===== src/rtl/timer_sched_pkg.sv =====
// Shared definitions for the interval-timer scheduler: state encodings and
// default widths, used by the RTL and by the verification bench.
package timer_sched_pkg;

    localparam int DEF_N = 4;   // number of requesters
    localparam int DEF_W = 16;  // counter / cycle-value width

    typedef enum logic [1:0] {
        ST_IDLE = 2'd0,
        ST_RUN  = 2'd1,
        ST_DONE = 2'd2
    } state_e;

endpackage


===== src/rtl/rr_pick.sv =====
// Combinational round-robin selector: returns the first set request bit found
// when scanning last+1, last+2, ... modulo N. Reusable by any arbiter.
module rr_pick
    import timer_sched_pkg::*;
#(
    parameter int N = DEF_N
) (
    input  logic [N-1:0]         req,
    input  logic [$clog2(N)-1:0] last,
    output logic                 valid,
    output logic [$clog2(N)-1:0] idx
);

    localparam int LW = $clog2(N);
    // Wide enough to hold last + 1 + (N-1) before the modulo fold.
    localparam int SW = LW + 2;

    logic [2*N-1:0] dbl;
    logic [N-1:0]   rot;
    logic [SW-1:0]  off;
    logic [SW-1:0]  sum;

    // Rotate the request vector so bit 0 is the requester right after last.
    assign dbl = {req, req};
    assign rot = N'(dbl >> (SW'(last) + SW'(1)));

    // Lowest set bit of the rotated vector, mapped back to an absolute index.
    always_comb begin
        valid = |rot;
        off   = '0;
        for (int j = N - 1; j >= 0; j--) begin
            if (rot[j]) begin
                off = SW'(j);
            end
        end
        sum = SW'(last) + SW'(1) + off;
        if (sum >= SW'(N)) begin
            sum = sum - SW'(N);
        end
        idx = LW'(sum);
    end

endmodule


===== src/rtl/timer_scheduler.sv =====
// Shares one countdown interval counter among N requesters. Pending requests
// are served round-robin; the winner owns the counter for exactly its
// requested number of cycles, then gets a one-cycle completion pulse.
module timer_scheduler
    import timer_sched_pkg::*;
#(
    parameter int N = DEF_N,
    parameter int W = DEF_W
) (
    input  logic                 clk,
    input  logic                 reset,
    input  logic [N-1:0]         req,
    input  logic [N*W-1:0]       cycles,
    output logic [N-1:0]         grant,
    output logic [N-1:0]         done,
    output logic [$clog2(N)-1:0] cur_id,
    output logic [W-1:0]         remaining,
    output logic                 busy
);

    localparam int LW = $clog2(N);

    state_e         state_q, state_d;
    logic [W-1:0]   cnt_q, cnt_d;
    logic [LW-1:0]  cur_id_q, cur_id_d;
    logic [LW-1:0]  last_q, last_d;

    logic           pick_valid;
    logic [LW-1:0]  pick_idx;
    logic [W-1:0]   cyc_arr [N];
    logic [W-1:0]   sel_cycles;

    rr_pick #(
        .N (N)
    ) u_rr_pick (
        .req   (req),
        .last  (last_q),
        .valid (pick_valid),
        .idx   (pick_idx)
    );

    // Unpack per-requester interval lengths and decode the one-hot outputs
    // purely from registered state, so req/cycles never reach an output.
    genvar gi;
    generate
        for (gi = 0; gi < N; gi++) begin : g_chan
            assign cyc_arr[gi] = cycles[gi*W +: W];
            assign grant[gi]   = (state_q == ST_RUN)  && (cur_id_q == LW'(gi));
            assign done[gi]    = (state_q == ST_DONE) && (cur_id_q == LW'(gi));
        end
    endgenerate

    assign sel_cycles = cyc_arr[pick_idx];
    assign cur_id     = cur_id_q;
    assign remaining  = cnt_q;
    assign busy       = (state_q != ST_IDLE);

    // State register; the pointer starts at N-1 so requester 0 wins first.
    always_ff @(posedge clk or posedge reset) begin
        if (reset) begin
            state_q  <= ST_IDLE;
            cnt_q    <= '0;
            cur_id_q <= '0;
            last_q   <= LW'(N - 1);
        end else begin
            state_q  <= state_d;
            cnt_q    <= cnt_d;
            cur_id_q <= cur_id_d;
            last_q   <= last_d;
        end
    end

    // Next-state: arbitrate in IDLE, count down in RUN, pulse once in DONE.
    always_comb begin
        state_d  = state_q;
        cnt_d    = cnt_q;
        cur_id_d = cur_id_q;
        last_d   = last_q;
        case (state_q)
            ST_IDLE: begin
                if (pick_valid) begin
                    cur_id_d = pick_idx;
                    last_d   = pick_idx;
                    cnt_d    = sel_cycles;
                    // A zero-length interval completes without a grant cycle.
                    state_d  = (sel_cycles == '0) ? ST_DONE : ST_RUN;
                end
            end
            ST_RUN: begin
                if (!req[cur_id_q]) begin
                    // Owner withdrew: release silently, no completion pulse.
                    cnt_d   = '0;
                    state_d = ST_IDLE;
                end else if (cnt_q == W'(1)) begin
                    cnt_d   = '0;
                    state_d = ST_DONE;
                end else begin
                    cnt_d   = cnt_q - W'(1);
                end
            end
            ST_DONE: begin
                state_d = ST_IDLE;
            end
            default: begin
                cnt_d   = '0;
                state_d = ST_IDLE;
            end
        endcase
    end

`ifdef FORMAL
    // Per-requester count of intervals handed to others while it waited.
    logic [3:0] skip_q [N];

    generate
        for (gi = 0; gi < N; gi++) begin : g_fv
            // Track how many arbitrations requester gi has lost in a row.
            always_ff @(posedge clk or posedge reset) begin
                if (reset) begin
                    skip_q[gi] <= '0;
                end else if (!req[gi]) begin
                    skip_q[gi] <= '0;
                end else if (state_q == ST_IDLE && pick_valid) begin
                    skip_q[gi] <= (pick_idx == LW'(gi)) ? 4'd0 : skip_q[gi] + 4'd1;
                end
            end

            a_no_starve: assert property (@(posedge clk) disable iff (reset)
                skip_q[gi] < 4'(N));
            c_done_each: cover property (@(posedge clk) disable iff (reset)
                done[gi]);
        end
    endgenerate

    a_grant_onehot: assert property (@(posedge clk) disable iff (reset)
        $onehot0(grant));

    a_done_origin: assert property (@(posedge clk) disable iff (reset)
        (|done) |-> ($past(state_q) == ST_RUN) ||
                    ($past(state_q) == ST_IDLE && $past(sel_cycles) == '0));

    a_cnt_monotonic: assert property (@(posedge clk) disable iff (reset)
        (state_q == ST_RUN && $past(state_q) == ST_RUN) |-> cnt_q <= $past(cnt_q));
`endif

endmodule


===== config.mk =====
export PLATFORM = sky130hd
export DESIGN_NAME = timer_scheduler
export DESIGN_NICKNAME = d
export VERILOG_FILES = /design/src/rtl/timer_sched_pkg.sv /design/src/rtl/rr_pick.sv /design/src/rtl/timer_scheduler.sv
export SDC_FILE = /design/constraint.sdc
export NUM_CORES = 1
export LEC_CHECK = 0
export BUFFER_PORTS_ARGS = -buffer_cell sky130_fd_sc_hd__buf_2
export CAP_MARGIN = 40
export CORE_MARGIN = 3
export CORE_UTILIZATION = 50
export DETAILED_ROUTE_END_ITERATION = 12
export GPL_ROUTABILITY_DRIVEN = 0
export PLACE_DENSITY = 0.84
export SLEW_MARGIN = 5
export SYNTH_ARGS = -nofsm -noshare
export SYNTH_HDL_FRONTEND = slang
export SYNTH_HIERARCHICAL = 1
export SYNTH_SLANG_ARGS = --single-unit

===== constraint.sdc =====
create_clock -name clk -period 7.4 [get_ports clk]
set_clock_uncertainty 0.15 [all_clocks]
set_input_delay 0 -clock clk [delete_from_list [all_inputs] [get_ports clk]]
set_output_delay 0 -clock clk [all_outputs]
set_load 0.005 [all_outputs]

==> impl_metrics.ini <==
[pwr]
power-per-cell-area_nw_per_um2 = 472.0
p_total_mw = 1.196
pwr-share-seq_pct = 22.1
switching_share_pct = 46.43
ir_drop_mv = 0.3372
share_comb_of_total_power_pct = 70.5
clock_power_share_pct = 7.4
p_leak_nw = 1.219
power.switching_uw = 555.2
p_int_uw = 640.7

[synth]
synth_top_family_by_area = simple AND/OR/NAND/NOR gates
yosysUniqueCellTypes = 50
synth_adder_area_share_pct = 1.902
yosysWarnings = 6
async_flop_share_pct = 100.0
synthCells = 212
synthesis.area_um2 = 1973
syn_nets = 285
synth_xor_xnor_area_share_pct = 1.776
synth_mux_area_share_pct = 19.91
synth-seq-cells = 22
avgSynthCellArea_um2 = 9.307
synth_compound_area_share_pct = 19.47
yosys.area_share.simple_pct = 23.02
yosysSeqAreaShare_pct = 28.03
synth_ff_type = dfrtp_1
synth_edf_count = 0

[critical_path]
max_stage_delay_ns = 0.62
critPathMaxFanout = 17
crit_slowest_cell = mux4_2
crit_chain = or2b_1, o221ai_1, o21ai_0, ha_1, inv_1, mux4_2, nor4_1, nand4_1, nand2_1, nand2_1
crit_buf_inv = 1
required_ns = 7.38
endpoint_kind = flip-flop
critPathArrivalTime_ns = 3.61
worstSetupPathType = reg2reg
cp_top_family = simple AND/OR/NAND/NOR gates
start_kind = flip-flop
cpMostUsedCell = nand2_1

[route]
drtIter0Drc = 256
drtPass1Iterations = 5
vias = 2136
totalWireLength_mm = 5.730
drt-wirelength-per-cell_um = 16.32
via_per_inst = 6.085
postRouteAntennaNets = 0
drc = 0

[timing]
timing.hold.ws_ns = 0.04225
slew_headroom_pct = 43.90
fmax_mhz = 275.5
slew_viol_final = 0
rsz0062_at_grt = no
hold_violations = 0
final-setup-viol-count = 0
worst_pin_slew_ns = 0.8405
min_period_ns = 3.629
period_share_pct = 49.04
fin_ws_ns = 3.771
fin_tns_setup_ns = 0

[placed_design]
place_area_um2 = 2469
place_hpwl_mm = 4.674
dp_slack_ns = 3.785
numPortBuffers = 96
place_inst = 346

[cts]
clk_pin_slew_ns = 0.08
clock_latency_ns = 0.27
root_buffer = clkbuf_8
numCtsBuffers = 3
cts.htree.levels = 1
cts_tree = done
postCtsResizedCells = 0
clock_path_buffers = 2
cts_sinks = 22

[floorplanning]
die-area_um2 = 4736
die_h_um = 68.82
die_w_um = 68.82
row_count = 22
ios = 97
core-area_um2 = 3744
start_util_pct = 52.71

[final_layout]
finalInstanceArea_um2 = 2534
area_growth_pct = 28.41
nNetsFinal = 377
final_util_pct = 67.68
final-instance-count-excl-fill = 351
drive_above_1_share_pct = 42.24
antenna_cells = 0

[global_route]
grt_use_total_pct = 25.64
grt_max_degree = 20
antenna_found_initial = 0
gr-total-overflow = 0
grt_pass1_vias = 1947
grt_pass1_wl_mm = 9.011

[job]
cap_violations = 0

[outcome]
status = complete, no violations

[hold_path]
hold_class = in2reg
-- cells in the final DEF, fill, tap and decap left out, types with 3 or more instances in the layout --
| master | count |
|---|---|
| inv_1 | 11 |
| mux4_2 | 17 |
| a22oi_1 | 4 |
| nand2b_1 | 5 |
| or2_2 | 3 |
| a21oi_1 | 5 |
| dfrtp_1 | 20 |
| nor2_1 | 16 |
| o21ai_0 | 13 |
| nor4_1 | 9 |
| a21o_1 | 6 |
| xnor2_1 | 4 |
| or4_1 | 3 |
| a32oi_1 | 3 |
| buf_2 | 96 |
| or3_1 | 3 |
| o41ai_1 | 3 |
| nor3_1 | 8 |
| clkbuf_8 | 4 |
| nor2b_1 | 4 |
| o21a_1 | 3 |
| nand2_1 | 24 |
| o22ai_1 | 3 |
| ha_1 | 3 |
-- worst paths after layout --
path,from,end,slack (ns),depth (start not counted)
worst max-delay path,last_q[1]$_DFFE_PP1P_,state_q[0]$_DFFE_PP0P_,3.77,10
min in group asynchronous,reset,remaining[5]$_DFFE_PP0P_,0.08,3
worst min register to register,last_q[0]$_DFFE_PP1P_,last_q[0]$_DFFE_PP1P_,0.38,2
max in group asynchronous,reset,last_q[0]$_DFFE_PP1P_,6.52,4
worst max register to register,last_q[1]$_DFFE_PP1P_,state_q[0]$_DFFE_PP0P_,3.77,10
worst min-delay path,cycles[2],remaining[2]$_DFFE_PP0P_,0.04,4
-- state kept, by name (all words and copies together) (netlist names) --
name       cells
remaining     16
state_q        2
cur_id         2
last_q         2
-- worst register-to-register path, stage by stage (launching register included) --
cell and delay, ns:
dfstp_2 0.60, or2b_1 0.28, o221ai_1 0.16, o21ai_0 0.11
ha_1 0.27, inv_1 0.61, mux4_2 0.62, nor4_1 0.35
nand4_1 0.18, nand2_1 0.10, nand2_1 0.05
-- synth_stat cells, types with 2 or more instances --
cell	number	area, µm²
mux4_2	17	382.9
nor2b_1	4	25.02
o21a_1	3	22.52
o22ai_1	3	18.77
or2_2	3	18.77
or3_1	3	18.77
a21o_1	6	45.04
nand2_1	24	90.09
clkbuf_1	6	22.52
o21ai_0	13	65.06
a31oi_1	2	12.51
dfstp_2	2	52.55
a22oi_1	4	30.03
buf_2	3	15.01
nor2_1	16	60.06
or4_1	3	22.52
ha_1	3	37.54
xnor2_1	4	35.03
o21ai_1	2	10.01
nand2b_1	5	31.28
inv_1	11	41.29
o41ai_1	3	26.28
buf_6	3	33.78
a21oi_1	5	25.02
nand3b_1	2	15.01
a221o_1	2	20.02
nor3_1	8	40.04
dfrtp_1	20	500.5
a32oi_1	3	26.28
nor4_1	9	56.30
-- power by group through the flow --
stage               logic, mW  registers, mW  clock network, mW
floorplan               0.676          0.245                  0
global placement        0.808          0.261                  0
detailed placement      0.832          0.265                  0
CTS                     0.836          0.263             0.0885
global route            0.924          0.275             0.0925
finish                  0.843          0.265             0.0880
-- cell type report --
class | instances | area, µm²
multi-input combinational | 166 | 1304
timing repair buffer | 100 | 520.5
tap | 48 | 60.06
sequential | 22 | 553.0
inverter | 11 | 41.29
clock buffer | 4 | 55.05
fill | 316 | 1210
-- layer usage --
metal | routed length, µm | vias to the layer above | global-route usage (%)
met5 | 0 | - | 0
met4 | 79 | 0 | 7.786
met3 | 739 | 9 | 4.214
met2 | 2653 | 167 | 38.74
met1 | 2257 | 962 | 37.69
li1 | - | 998 | -
-- kinds of logic after synthesis --
group,Yosys count
buffers and inverters,24
adder cells (fa/ha/maj),3
XOR/XNOR,4
flip-flops,22
AND/OR/NAND/NOR,86
multiplexers,18
AO/OA/AOI/OAI,55
-- what timing repair did --
item / 4_1_cts / 5_1_grt
endpoints found under the hold margin: 20 / 0
hold buffers: 1 / 0
setup buffers: 0 / 0
(Power assumes the default switching activity.)
